**src/rtl/bus_pack_pkg.sv**
```systemverilog
// Shared definitions for the bus_pack_stream lane packer.
//   state_e    : FILL/HOLD state encoding
//   count_w()  : width of a lane count covering 0..LANES
//   lane_slot(): lane slot a given lane index lands in, honouring REVERSE
package bus_pack_pkg;

    typedef enum logic {
        FILL = 1'b0,
        HOLD = 1'b1
    } state_e;

    function automatic int count_w(input int lanes);
        return $clog2(lanes + 1);
    endfunction

    function automatic int lane_slot(input int idx, input int lanes, input int reverse);
        return (reverse != 0) ? (lanes - 1 - idx) : idx;
    endfunction

endpackage

```
**src/rtl/bus_pack_lane_place.sv**
```systemverilog
// Combinational lane writer: copies word_i to word_o with lane_i written
// into the slot chosen by idx_i (slot idx_i, or LANES-1-idx_i when REVERSE).
//   word_i : current word
//   lane_i : lane payload
//   idx_i  : lane number within the word (0-based)
//   word_o : word with the lane placed
module bus_pack_lane_place
    import bus_pack_pkg::*;
#(
    parameter int LANE_W  = 1,
    parameter int LANES   = 32,
    parameter int REVERSE = 0,
    parameter int IDX_W   = 6
) (
    input  logic [LANE_W*LANES-1:0] word_i,
    input  logic [LANE_W-1:0]       lane_i,
    input  logic [IDX_W-1:0]        idx_i,
    output logic [LANE_W*LANES-1:0] word_o
);

    int slot;

    always_comb begin
        slot   = lane_slot(int'(idx_i), LANES, REVERSE);
        word_o = word_i;
        for (int s = 0; s < LANES; s++) begin
            if (s == slot) begin
                word_o[s*LANE_W +: LANE_W] = lane_i;
            end
        end
    end

endmodule

```
**src/rtl/bus_pack_stream.sv**
```systemverilog
// Packs a stream of LANE_W-bit lanes into LANE_W*LANES-bit words with a
// valid/ready handshake on both sides and a flush for partial words.
//   system1000 / system1000_rstn : clock, async active-low reset
//   in_data/in_valid/in_ready    : lane input handshake
//   flush                        : emit the partial word
//   out_data/out_count/out_valid/out_ready : packed word output handshake
//
// state | meaning
// FILL  | accumulating lanes, out_valid=0, outputs show the partial word
// HOLD  | word presented, waiting for out_ready
module bus_pack_stream
    import bus_pack_pkg::*;
#(
    parameter int LANE_W  = 1,
    parameter int LANES   = 32,
    parameter int REVERSE = 0
) (
    input  logic                          system1000,
    input  logic                          system1000_rstn,
    input  logic [LANE_W-1:0]             in_data,
    input  logic                          in_valid,
    output logic                          in_ready,
    input  logic                          flush,
    output logic [LANE_W*LANES-1:0]       out_data,
    output logic [count_w(LANES)-1:0]     out_count,
    output logic                          out_valid,
    input  logic                          out_ready
);

    localparam int CNT_W = count_w(LANES);
    localparam int W     = LANE_W * LANES;
    localparam logic [CNT_W-1:0] LAST_IDX = CNT_W'(LANES - 1);

    state_e           state_q, state_d;
    logic [CNT_W-1:0] cnt_q, cnt_d;
    logic [W-1:0]     data_q, data_d;

    logic             accept;
    logic [W-1:0]     place_base;
    logic [W-1:0]     placed;
    logic [CNT_W-1:0] place_idx;

    assign in_ready  = (state_q == FILL) ? 1'b1 : out_ready;
    assign accept    = in_valid && in_ready;
    assign out_data  = data_q;
    assign out_count = cnt_q;
    assign out_valid = (state_q == HOLD);

    // In HOLD an accepted lane starts a fresh word, so it lands on an empty
    // word at index 0 rather than on the word being emitted.
    assign place_base = (state_q == HOLD) ? '0 : data_q;
    assign place_idx  = (state_q == HOLD) ? '0 : cnt_q;

    bus_pack_lane_place #(
        .LANE_W  (LANE_W),
        .LANES   (LANES),
        .REVERSE (REVERSE),
        .IDX_W   (CNT_W)
    ) u_place (
        .word_i (place_base),
        .lane_i (in_data),
        .idx_i  (place_idx),
        .word_o (placed)
    );

    always_comb begin
        state_d = state_q;
        cnt_d   = cnt_q;
        data_d  = data_q;
        case (state_q)
            FILL: begin
                if (accept) begin
                    data_d = placed;
                    cnt_d  = cnt_q + CNT_W'(1);
                    if ((cnt_q == LAST_IDX) || flush) begin
                        state_d = HOLD;
                    end
                end else if (flush && (cnt_q != '0)) begin
                    state_d = HOLD;
                end
            end
            HOLD: begin
                if (out_ready) begin
                    if (accept) begin
                        data_d  = placed;
                        cnt_d   = CNT_W'(1);
                        // With single-lane words the new lane is already a full word.
                        state_d = (LANES == 1) ? HOLD : FILL;
                    end else begin
                        data_d  = '0;
                        cnt_d   = '0;
                        state_d = FILL;
                    end
                end
            end
            default: state_d = FILL;
        endcase
    end

    always_ff @(posedge system1000 or negedge system1000_rstn) begin
        if (!system1000_rstn) begin
            state_q <= FILL;
            cnt_q   <= '0;
            data_q  <= '0;
        end else begin
            state_q <= state_d;
            cnt_q   <= cnt_d;
            data_q  <= data_d;
        end
    end

endmodule

```
**config.mk**
```make
export PLATFORM = sky130hd
export DESIGN_NAME = bus_pack_stream
export DESIGN_NICKNAME = d
export VERILOG_FILES = /design/src/rtl/bus_pack_pkg.sv /design/src/rtl/bus_pack_lane_place.sv /design/src/rtl/bus_pack_stream.sv
export SDC_FILE = /design/constraint.sdc
export NUM_CORES = 1
export LEC_CHECK = 0
export ABC_AREA = 1
export BUFFER_PORTS_ARGS = -buffer_cell sky130_fd_sc_hd__buf_2
export CAP_MARGIN = 20
export CORE_ASPECT_RATIO = 1.2
export CORE_MARGIN = 1.5
export CORE_UTILIZATION = 47
export DETAILED_ROUTE_END_ITERATION = 6
export PLACE_DENSITY = 0.83
export SYNTH_ARGS = -nofsm -noshare
export SYNTH_HDL_FRONTEND = slang
export SYNTH_SLANG_ARGS = --single-unit
```
**constraint.sdc**
```tcl
create_clock -name system1000 -period 1.2 [get_ports system1000]
set_input_delay 0.06 -clock system1000 [delete_from_list [all_inputs] [get_ports system1000]]
set_output_delay 0.06 -clock system1000 [all_outputs]
set_load 0.005 [all_outputs]
```
==> results of run 1 <==
## critical path, stage by stage (launching register included)
cell and delay, ps:
dfrtp_1 410, inv_2 120, buf_6 130, nand2_4 50
nor2_4 220, buf_12 170, nand4_1 140, nand3_1 130
nand2_1 60
## synth_stat cells
library cell	number	area [um^2]
dfrtp_1	39	976
a21oi_1	4	20.0
buf_2	19	95.1
nand2_1	159	597
nand3b_1	1	7.51
nor2_2	10	62.6
nand3_2	2	20.0
nor2_1	13	48.8
o21ai_2	2	17.5
ha_1	2	25.0
nand4_1	4	25.0
o21bai_1	1	7.51
inv_2	2	7.51
clkbuf_1	3	11.3
buf_6	1	11.3
inv_1	12	45.0
nand3_1	92	460
o21ai_1	1	5.00
o21ai_0	5	25.0
## cell type report
cell class / count / area, um^2
inverter: 14 / 60.1
clock inverter: 3 / 20.0
multi-input combinational: 296 / 1690
timing repair buffer: 98 / 837
fill: 329 / 1280
tap: 60 / 75.1
clock buffer: 5 / 68.8
sequential: 39 / 978
## power breakdown
| group | total [W] | internal [W] | leakage (nW) | switching (W) |
|---|---|---|---|---|
| Clock | 0.000943 | 0.000406 | 0.0402 | 0.000538 |
| Sequential | 0.00181 | 0.00154 | 0.531 | 0.000275 |
| Combinational | 0.00375 | 0.00161 | 1.35 | 0.00214 |
| Total | 0.00651 | 0.00355 | 1.92 | 0.00296 |
## routing by layer
layer  GRT usage, %  share of wire [%]  vias up
met5              0                  0        -
met2           50.3                 48      241
met1           35.4                 37     1452
met3           4.49                9.4       63
met4           15.1                5.4        0
li1               -                  -     1387
## kinds of logic (layout without fill, tap and decap cells)
logic type / count (synthesis) / after routing / share of synthesized area (%)
buffers and inverters: 37 / 120 / 6.90
DFF: 39 / 39 / 39.6
AOI/OAI and AO/OA: 13 / 13 / 3.04
and+or+nand+nor: 281 / 281 / 49.5
adders and majority gates: 2 / 2 / 1.01
## path summary, 6_finish.rpt
path                            cells past startpoint      endpoint            start  slack [ps]
max in group asynchronous                           3   out_data[8]  system1000_rstn         420
worst min-delay path                                3  out_count[1]         in_valid          90
worst max-delay path                                8  out_data[16]        out_valid        -330
worst min register to register                      2  out_data[10]     out_data[10]         510
min in group asynchronous                           2  out_count[0]  system1000_rstn         270
worst max register to register                      8  out_data[16]        out_valid        -330
## layout by cell type (no fill, tap or decap), types with 3 or more instances in the layout
cell and count:
nand2_1 144, nand3_1 70, buf_2 45, dfrtp_1 37
buf_4 29, nand3_2 16, nor2_4 16, nand2_2 11
buf_6 11, nand3_4 8, inv_1 7, o21ai_2 5
clkbuf_8 5, buf_12 5, inv_2 4, nand2_4 4
nand4_1 4, nor2_2 4, inv_4 3, o21ai_1 3
a21oi_1 3, nor2_1 3, buf_8 3
## state kept, by name (all words and copies together) (netlist names)
| register | cells |
|---|---|
| out_data | 32 |
| out_count | 6 |
| out_valid | 1 |
## per-stage QoR
step	cell area, um^2	setup TNS [ps]	instances	hold WS, ps
after floorplan	2620	-604	372	-236
after global placement	3150	-3380	492	63.4
after detailed placement	3150	-5380	492	70.9
after CTS	3480	-5180	510	74.1
after global routing	3730	-11010	515	89.5
final	3730	-8670	515	89.0
## repair_timing
action,CTS,global route
setup buffers,6,4
endpoints found under the hold margin,20,0
hold buffers,1,0
cloned,3,2
resized for setup,34,47
setup endpoints to repair,40,41
pin swaps,11,18
==> impl_metrics.csv, run 1 <==
group,metric,value,unit
status,outcome,"finished, violations left",
status,violations,"setup timing",
synthesis,syn_area,0.00247,mm^2
global_route,grt_max_degree,33,
route,drc,0,
sta,relSlewSlack,63.1,%
synthesis,synth_cell_types,19,
cts,clkTransAtPathRegs,90,ps
worst_setup_path,worstPathMaxFanout,8,
global_route,track_usage,29.0,%
route,first_pass_iters,5,
synthesis,syn_nets,380,
worst_setup_path,end_kind,"flop",
floorplan,core_area,0.00501,mm^2
global_route,antenna_found_initial,0,
sta,min_period_over_period,127,%
sta,finClkSkew,14.7,ps
floorplan,die-height,82.4,um
synthesis,ys_warn_count,0,
sta,final_max_slew_viol_count,0,
power_and_ir_drop,power_density,1740,mW/mm^2
cts,cts.sinks,39,
synthesis,synth_cells,372,
place,post-place-ws,-192,ps
cells_and_area,drive_gt1_share,39.8,%
route,drt_iter0_markers,321,
cts,cts_root_buffer,"clkbuf_8",
cts,cts_buffers,5,
cts,cts_buffer_depth,2,
cts,htree_levels,2,
synthesis,ys_ff_latch,39,
global_route,gr-total-overflow,0,
power_and_ir_drop,design_power_total,0.00651,W
place,routabilityCongestion,0.903,
worst_setup_path,required,1400,ps
run,cap_violations,0,
worst_setup_path,startpoint_type,"flop",
floorplan,ios,46,
global_route,grt_pass1_vias,2726,
cells_and_area,final_util,74.5,%
floorplan,die_area,0.00570,mm^2
power_and_ir_drop,vdd_drop_max,1130,uV
synthesis,syn_area_per_cell,6.63,um^2
floorplan,start_util,49.3,%
place,dp_hpwl,4950,um
cts,tritoncts,"built",
floorplan,die-width,69.1,um
sta,timing.fmax,0.655,GHz
place,port_buffers,45,
route,via_per_inst,6.10,
synthesis,ys_seq_area_share,39.6,%
worst_setup_path,critPathKind,"flop to flop",
cts,clkLatencyLatePin,300,ps
sta,hold_violations,0,
sta,grt_setup_unrepaired,"yes",
route,wirelength,9090,um
sta,fin_ws,-326,ps
global_route,grt_pass1_wl,13100,um
floorplan,row_count,28,
route,post_drt_wl_per_cell,17.6,um
worst_setup_path,crit_arrival,1730,ps
cells_and_area,antenna-diode-count,0,
power_and_ir_drop,p_leak,1.92,nW
worst_hold_path,hold_path.class,"input port to flop",
sta,finalSetupViolations,39,
sta,layout_min_cycle_time,1530,ps
route,drt.antenna.violating_nets,0,
route,num_vias,3143,
cells_and_area,areaGrowthSynthToFinish,51.3,%
cells_and_area,nets,462,
sta,tightest_slew,553,ps
(Power assumes the default switching activity.)
==> run 2, diff against run 1 <==
--- a/config.mk
+++ b/config.mk
@@ -9,7 +9,7 @@
 export BUFFER_PORTS_ARGS = -buffer_cell sky130_fd_sc_hd__buf_2
 export CAP_MARGIN = 20
 export CORE_ASPECT_RATIO = 1.2
-export CORE_MARGIN = 1.5
+export CORE_MARGIN = 2
 export CORE_UTILIZATION = 47
 export DETAILED_ROUTE_END_ITERATION = 6
 export PLACE_DENSITY = 0.83
==> run 2 against run 1 <==
Compared with the run above:
- the flow still finishes with violations (setup timing)
- register-to-register slack improved by 40 ps
- count of clock-buffer cells in the layout unchanged
- flip-flop and latch count unchanged
- wire length increased by 8.0%
- sequential power about the same
- clock power increased by 0.8%
- worst setup slack improved by 43 ps
- fmax increased by 2.9%
- cell count increased by 0.97%
- core utilization increased by 2.2 points
- clock skew decreased by 4.8 ps
- die area increased by 2.7%
==> impl_metrics.csv, run 2 (synthesized netlist as in run 1, its figures left out) <==
group,metric,value,unit
place,postPlaceCellArea,0.00317,mm^2
worst_setup_path,end_kind,"flop",
cells_and_area,mostFrequentLayoutCell,"nand2_1",
sta,hold_violations,0,
global_route,antenna_found_initial,0,
sta,grt_setup_unrepaired,"yes",
cells_and_area,drive_gt1_share,41.1,%
cells_and_area,antenna-diode-count,0,
worst_setup_path,worstPathCellList,"clkinv_4, nand2_4, nor2_4, clkbuf_16, nand3_1, nand3_1, nand2_1",
sta,final_max_slew_viol_count,0,
global_route,grt_util_met3,6.19,%
floorplan,row_count,28,
global_route,use_met2,45.7,%
route,post_drt_wl_per_cell,18.9,um
worst_setup_path,required,1410,ps
place,post-place-ws,-168,ps
sta,min_period_over_period,124,%
status,outcome,"finished, violations left",
worst_setup_path,critPathKind,"flop to flop",
worst_setup_path,crit_top_cell,"nand3_1",
cts,htree_levels,2,
floorplan,die-width,70.1,um
power_and_ir_drop,power_density,1780,mW/mm^2
global_route,grt_pass1_vias,2823,
cells_and_area,nets,467,
floorplan,core_area,0.00501,mm^2
cts,clkTransAtPathRegs,90,ps
worst_setup_path,cpPeakStageDelay,460,ps
cells_and_area,areaGrowthSynthToFinish,55.9,%
cells_and_area,nFillCells,318,
route,via_per_inst,6.07,
place,port_buffers,45,
worst_setup_path,critical-path-top-delay-family,"simple AND/OR/NAND/NOR gates",
place,dp_hpwl,4920,um
status,violations,"setup timing",
worst_setup_path,worstPathMaxFanout,16,
floorplan,start_util,49.3,%
cells_and_area,postLayoutCellArea,0.00385,mm^2
run,cap_violations,0,
worst_setup_path,worstPathBufferInverterCount,2,
sta,timing.fmax,0.674,GHz
route,drt_iter0_markers,510,
global_route,use_met1,37.0,%
route,drt.antenna.violating_nets,0,
route,drc,0,
place,routabilityCongestion,0.950,
worst_setup_path,startpoint_type,"flop",
cells_and_area,final_cell_mix,"nand2_1, nand3_1, buf_2",
cts,cts.sinks,39,
cts,cts_root_buffer,"clkbuf_8",
global_route,gr-total-overflow,0,
route,first_pass_iters,7,
global_route,grt_pass1_wl,13500,um
cts,tritoncts,"built",
worst_setup_path,slowest_stage,"dfrtp_2",
cts,cts_buffers,5,
cts,cts_buffer_depth,2,
sta,finClkSkew,9.86,ps
route,num_vias,3157,
cts,clkLatencyLatePin,310,ps
sta,layout_min_cycle_time,1480,ps
worst_setup_path,crit_arrival,1690,ps
power_and_ir_drop,vdd_drop_max,1250,uV
power_and_ir_drop,p_leak,1.98,nW
route,wirelength,9810,um
sta,fin_ws,-283,ps
sta,tightest_slew,490,ps
sta,finalSetupViolations,39,
sta,relSlewSlack,67.3,%
worst_hold_path,hold_path.class,"input port to flop",
global_route,grt_max_degree,33,
global_route,grt_most_used_layer,"met2",
floorplan,die_area,0.00585,mm^2
floorplan,die-height,83.4,um
global_route,track_usage,28.3,%
floorplan,ios,46,
cells_and_area,largest_register_ffs,32,
==> run 2: cell types whose count changed in the layout (fill, tap and decap cells not counted), sizes merged <==
cell	change
clkinvlp	+1
buf	+2
clkbuf	+3
inv	-2
clkinv	+2
bufbuf	-1
==> run 2: worst paths after layout <==
| path | start | to | slack, ps | depth (start not counted) |
|---|---|---|---|---|
| min | in_valid | out_count[1] | 120 | 3 |
| max | out_valid | out_data[21] | -280 | 7 |
| min in group asynchronous | system1000_rstn | out_count[2] | 240 | 2 |
| max reg2reg | out_valid | out_data[21] | -280 | 7 |
| max in group asynchronous | system1000_rstn | out_data[13] | 470 | 3 |
| min reg2reg | out_data[30] | out_data[30] | 500 | 2 |
==> run 2: through the flow <==
| step | cells | TNS (ps) | util [%] | hold WS [ps] | power [W] |
|---|---|---|---|---|---|
| after floorplan | 372 | -604 | - | -236 | 0.00347 |
| after global placement | 492 | -3540 | 63.3 | 45.0 | 0.00464 |
| after detailed placement | 492 | -4750 | 63.3 | 50.0 | 0.00470 |
| after CTS | 506 | -3400 | 68.8 | 70.4 | 0.00604 |
| after global routing | 520 | -9280 | 76.8 | 114 | 0.00714 |
| final | 520 | -7400 | 76.8 | 122 | 0.00686 |
==> run 2: worst reg2reg max path, stage by stage (launching register included) <==
cell       delay, ps
dfrtp_2          460
clkinv_4         110
nand2_4           60
nor2_4           220
clkbuf_16        220
nand3_1          130
nand3_1          130
nand2_1           50
==> run 2: cell type report <==
class	count	area [um^2]	share of cell area [%]
multi-input cells	296	1690	43.9
flip-flops and latches	39	981	25.5
repair buffers	102	931	24.2
well taps	60	75.1	1.95
inverters	14	72.6	1.89
clock buffers	5	68.8	1.79
clock inverters	3	20.0	0.520
repair inverters	1	7.51	0.195
==> run 2: power by group <==
part           total (W)  internal [W]  leakage (nW)  switching (W)
logic            0.00407       0.00178          1.41        0.00229
clock network   0.000951      0.000405        0.0402       0.000545
registers        0.00184       0.00154         0.529       0.000297
==> run 2: per-layer routing <==
metal,part of all wire [%],wire length (um)
met5,0,0
met4,6.1,601
met3,11,1090
met2,46,4470
met1,37,3660
==> run 2: timing repair <==
action / 4_1_cts / 5_1_grt
gates cloned: 2 / 6
setup buffers: 3 / 9
gates resized for setup: 27 / 51
pin swaps: 4 / 16
hold buffers: 1 / 0
setup endpoints to repair: 40 / 40
hold endpoints to repair: 18 / 0
==> run 3, diff against run 2 <==
--- a/config.mk
+++ b/config.mk
@@ -5,14 +5,13 @@
 export SDC_FILE = /design/constraint.sdc
 export NUM_CORES = 1
 export LEC_CHECK = 0
-export ABC_AREA = 1
 export BUFFER_PORTS_ARGS = -buffer_cell sky130_fd_sc_hd__buf_2
 export CAP_MARGIN = 20
 export CORE_ASPECT_RATIO = 1.2
 export CORE_MARGIN = 2
 export CORE_UTILIZATION = 47
 export DETAILED_ROUTE_END_ITERATION = 6
-export PLACE_DENSITY = 0.83
+export PLACE_DENSITY = 0.84
 export SYNTH_ARGS = -nofsm -noshare
 export SYNTH_HDL_FRONTEND = slang
 export SYNTH_SLANG_ARGS = --single-unit
==> run 3 against run 2 <==
Compared with the run above:
- the run still ends with setup timing left
- combinational power down 1%
- synthesized cell count down 44%
- largest cell class unchanged
- register-to-register slack worse by 310 ps
- critical path type unchanged
- hold slack worse by 110 ps
- via count down 17%
- design area down 4.0%
==> impl_metrics.csv, run 3 <==
group,metric,value,unit
worst_setup_path,crit_top_cell,"buf_6",
status,violations,"setup timing",
synthesis,syn_area,0.00209,mm^2
synthesis,synth_area_leaders,"dfrtp_1, nand2_1, o311ai_0",
worst_setup_path,slowest_stage,"dfrtp_1",
synthesis,ys_ff_latch,39,
cts,cts_buffer_depth,2,
global_route,grt_pass1_wl,13700,um
worst_setup_path,worstPathMaxFanout,6,
synthesis,synth_most_common_cell,"dfrtp_1",
worst_setup_path,regToRegSetupSlack,-590,ps
global_route,gr-total-overflow,0,
worst_hold_path,hold_path.class,"input port to flop",
cells_and_area,drive_gt1_share,63.0,%
worst_setup_path,timing.rr.start,"out_count[5]",
worst_setup_path,rr_worst_depth,6,
worst_setup_path,end_kind,"flop",
worst_setup_path,worstPathBufferInverterCount,3,
cells_and_area,final_cell_mix,"buf_4, buf_2, dfrtp_1",
synthesis,ys_warn_count,0,
floorplan,die-width,64.9,um
route,first_pass_iters,5,
sta,fin_ws,-595,ps
floorplan,start_util,49.0,%
synthesis,synth_top_area_share,46.7,%
cells_and_area,areaGrowthSynthToFinish,76.7,%
synthesis,synth_compound_area_share,22.0,%
power_and_ir_drop,p_leak,1.71,nW
cts,clkLatencyLatePin,310,ps
synthesis,synth_cells,209,
cells_and_area,largest_register_ffs,32,
place,routabilityCongestion,0.883,
sta,finalSetupViolations,43,
worst_setup_path,critPathKind,"flop to flop",
worst_setup_path,required,1390,ps
worst_setup_path,crit_start,"out_count[5]",
sta,fin_setup_tns,-15240,ps
synthesis,synth-xor-area-share,0.419,%
synthesis,synthTopCellsByCount,"dfrtp_1, nand2_1, o21ai_0",
worst_setup_path,critical-path-top-delay-family,"simple AND/OR/NAND/NOR gates",
worst_setup_path,worst_r2r_endpoint,"out_data[19]",
worst_setup_path,worstPathCellList,"buf_6, buf_6, nor3_4, nand3_4, buf_6, o41ai_2",
synthesis,synthMuxAreaShare,2.87,%
worst_setup_path,startpoint_type,"flop",
cells_and_area,antenna-diode-count,0,
global_route,grt_max_degree,40,
sta,final_max_slew_viol_count,0,
synthesis,synth_cell_types,45,
sta,layout_min_cycle_time,1790,ps
worst_setup_path,setup.worst_path.end,"out_data[19]",
synthesis,ys_seq_area_share,46.7,%
floorplan,core_area,0.00426,mm^2
route,num_vias,2636,
global_route,track_usage,36.9,%
cts,tritoncts,"built",
sta,timing.fmax,0.557,GHz
cts,cts.sinks,39,
place,dp_hpwl,4080,um
cts,cts_buffers,5,
cts,htree_levels,2,
sta,finClkSkew,2.99,ps
power_and_ir_drop,power_density,1860,mW/mm^2
floorplan,ios,46,
synthesis,synth_fa_ha_area_share,1.20,%
floorplan,row_count,26,
floorplan,die-height,77.0,um
worst_setup_path,worst-path-stages,6,
route,wirelength,10300,um
synthesis,synth-edff-count,0,
worst_setup_path,crit_arrival,1990,ps
cells_and_area,nets,345,
route,drt.antenna.violating_nets,0,
place,port_buffers,45,
global_route,grt_pass1_vias,2495,
synthesis,synth_flop_cell,"dfrtp_1",
cts,clkTransAtPathRegs,80,ps
sta,grt_setup_unrepaired,"yes",
synthesis,synthSimpleGateAreaFrac,19.9,%
sta,hold_violations,0,
run,cap_violations,0,
synthesis,syn_nets,217,
route,via_per_inst,6.69,
synthesis,postSynth.asyncResetShare,100,%
synthesis,syn_area_per_cell,10.0,um^2
cells_and_area,mostFrequentLayoutCell,"buf_4",
power_and_ir_drop,vdd_drop_max,1490,uV
sta,min_period_over_period,150,%
synthesis,synth_top_family_by_area,"compound AO/OA/AOI/OAI gates",
sta,relSlewSlack,73.0,%
route,drt_iter0_markers,370,
floorplan,die_area,0.00500,mm^2
cts,cts_root_buffer,"clkbuf_8",
sta,whs,6.81,ps
route,drc,0,
global_route,antenna_found_initial,0,
worst_setup_path,cpPeakStageDelay,430,ps
status,outcome,"finished, violations left",
route,post_drt_wl_per_cell,26.2,um
sta,tightest_slew,402,ps
synthesis,synth_top_cell_by_area,"dfrtp_1",
## run 3: cell types whose count changed after synthesis, moves of 7 or more
cell	delta
nand3_1	-85
o21ai_0	+11
buf_2	-17
a32o_1	+8
o211ai_1	+7
inv_1	-7
nand2_1	-133
nor2_2	-10
o311ai_0	+10
## run 3: stage by stage
step,instances,util [%],instance area [um^2],total power (W),worst slack [ps]
after floorplan,209,-,2160,0.00293,-431
after global placement,340,62.9,2680,0.00379,-362
after detailed placement,340,62.9,2680,0.00384,-450
after CTS,377,78.2,3330,0.00578,-421
after global routing,394,86.6,3690,0.00706,-672
final,394,86.6,3690,0.00688,-595
## run 3: worst min path at each step
stage,cells after the start,to,from
global placement,2,out_data[13],system1000_rstn
detailed placement,2,out_data[13],system1000_rstn
finish,3,out_valid,flush
CTS,3,out_valid,flush
floorplan,0,out_count[0],system1000_rstn
global route,3,out_valid,flush
## run 3: area by class of cell
cell class / count / area [um^2]
Fill cell: 199 / 569
Multi-Input combinational cell: 148 / 1360
Sequential cell: 39 / 982
Inverter: 5 / 25.0
Clock inverter: 2 / 35.0
Timing Repair Buffer: 138 / 1140
Clock buffer: 6 / 82.6
Tap cell: 56 / 70.1
## run 3: repair_timing
item,CTS,global route
buffers inserted,30,17
gates resized for setup,82,43
gates cloned,0,2
hold buffers,1,0
endpoints found under the hold margin,39,0
setup endpoints to repair,41,44
pin swaps,24,20
## run 3: routing by layer
metal | vias to the layer above | wire [um] | GRT usage (%)
li1 | 1050 | - | -
met5 | - | 0 | 0
met4 | 0 | 858 | 26.0
met2 | 240 | 4720 | 56.3
met1 | 1255 | 3690 | 45.6
met3 | 91 | 1050 | 8.36
## run 3: worst min-delay path: cells and delay by family
family	cells	cell delay [ps]
AO/OA/AOI/OAI	1	70
buffers and inverters	1	80
AND/OR/NAND/NOR	1	70
## run 3: cell families (layout without fill, tap and decap cells)
family                   after synthesis  in the layout
XOR/XNOR                               1              1
buffers and inverters                 22            151
multiplexers                           6              6
adder cells (fa/ha/maj)                2              2
AO/OA/AOI/OAI                         62             62
AND/OR/NAND/NOR                       77             77
flip-flops                            39             39
## run 3: power breakdown
group | internal [W] | switching, W
combinational | 0.00198 | 0.00204
clock | 0.000673 | 0.000510
sequential | 0.00147 | 0.000205
total | 0.00413 | 0.00276
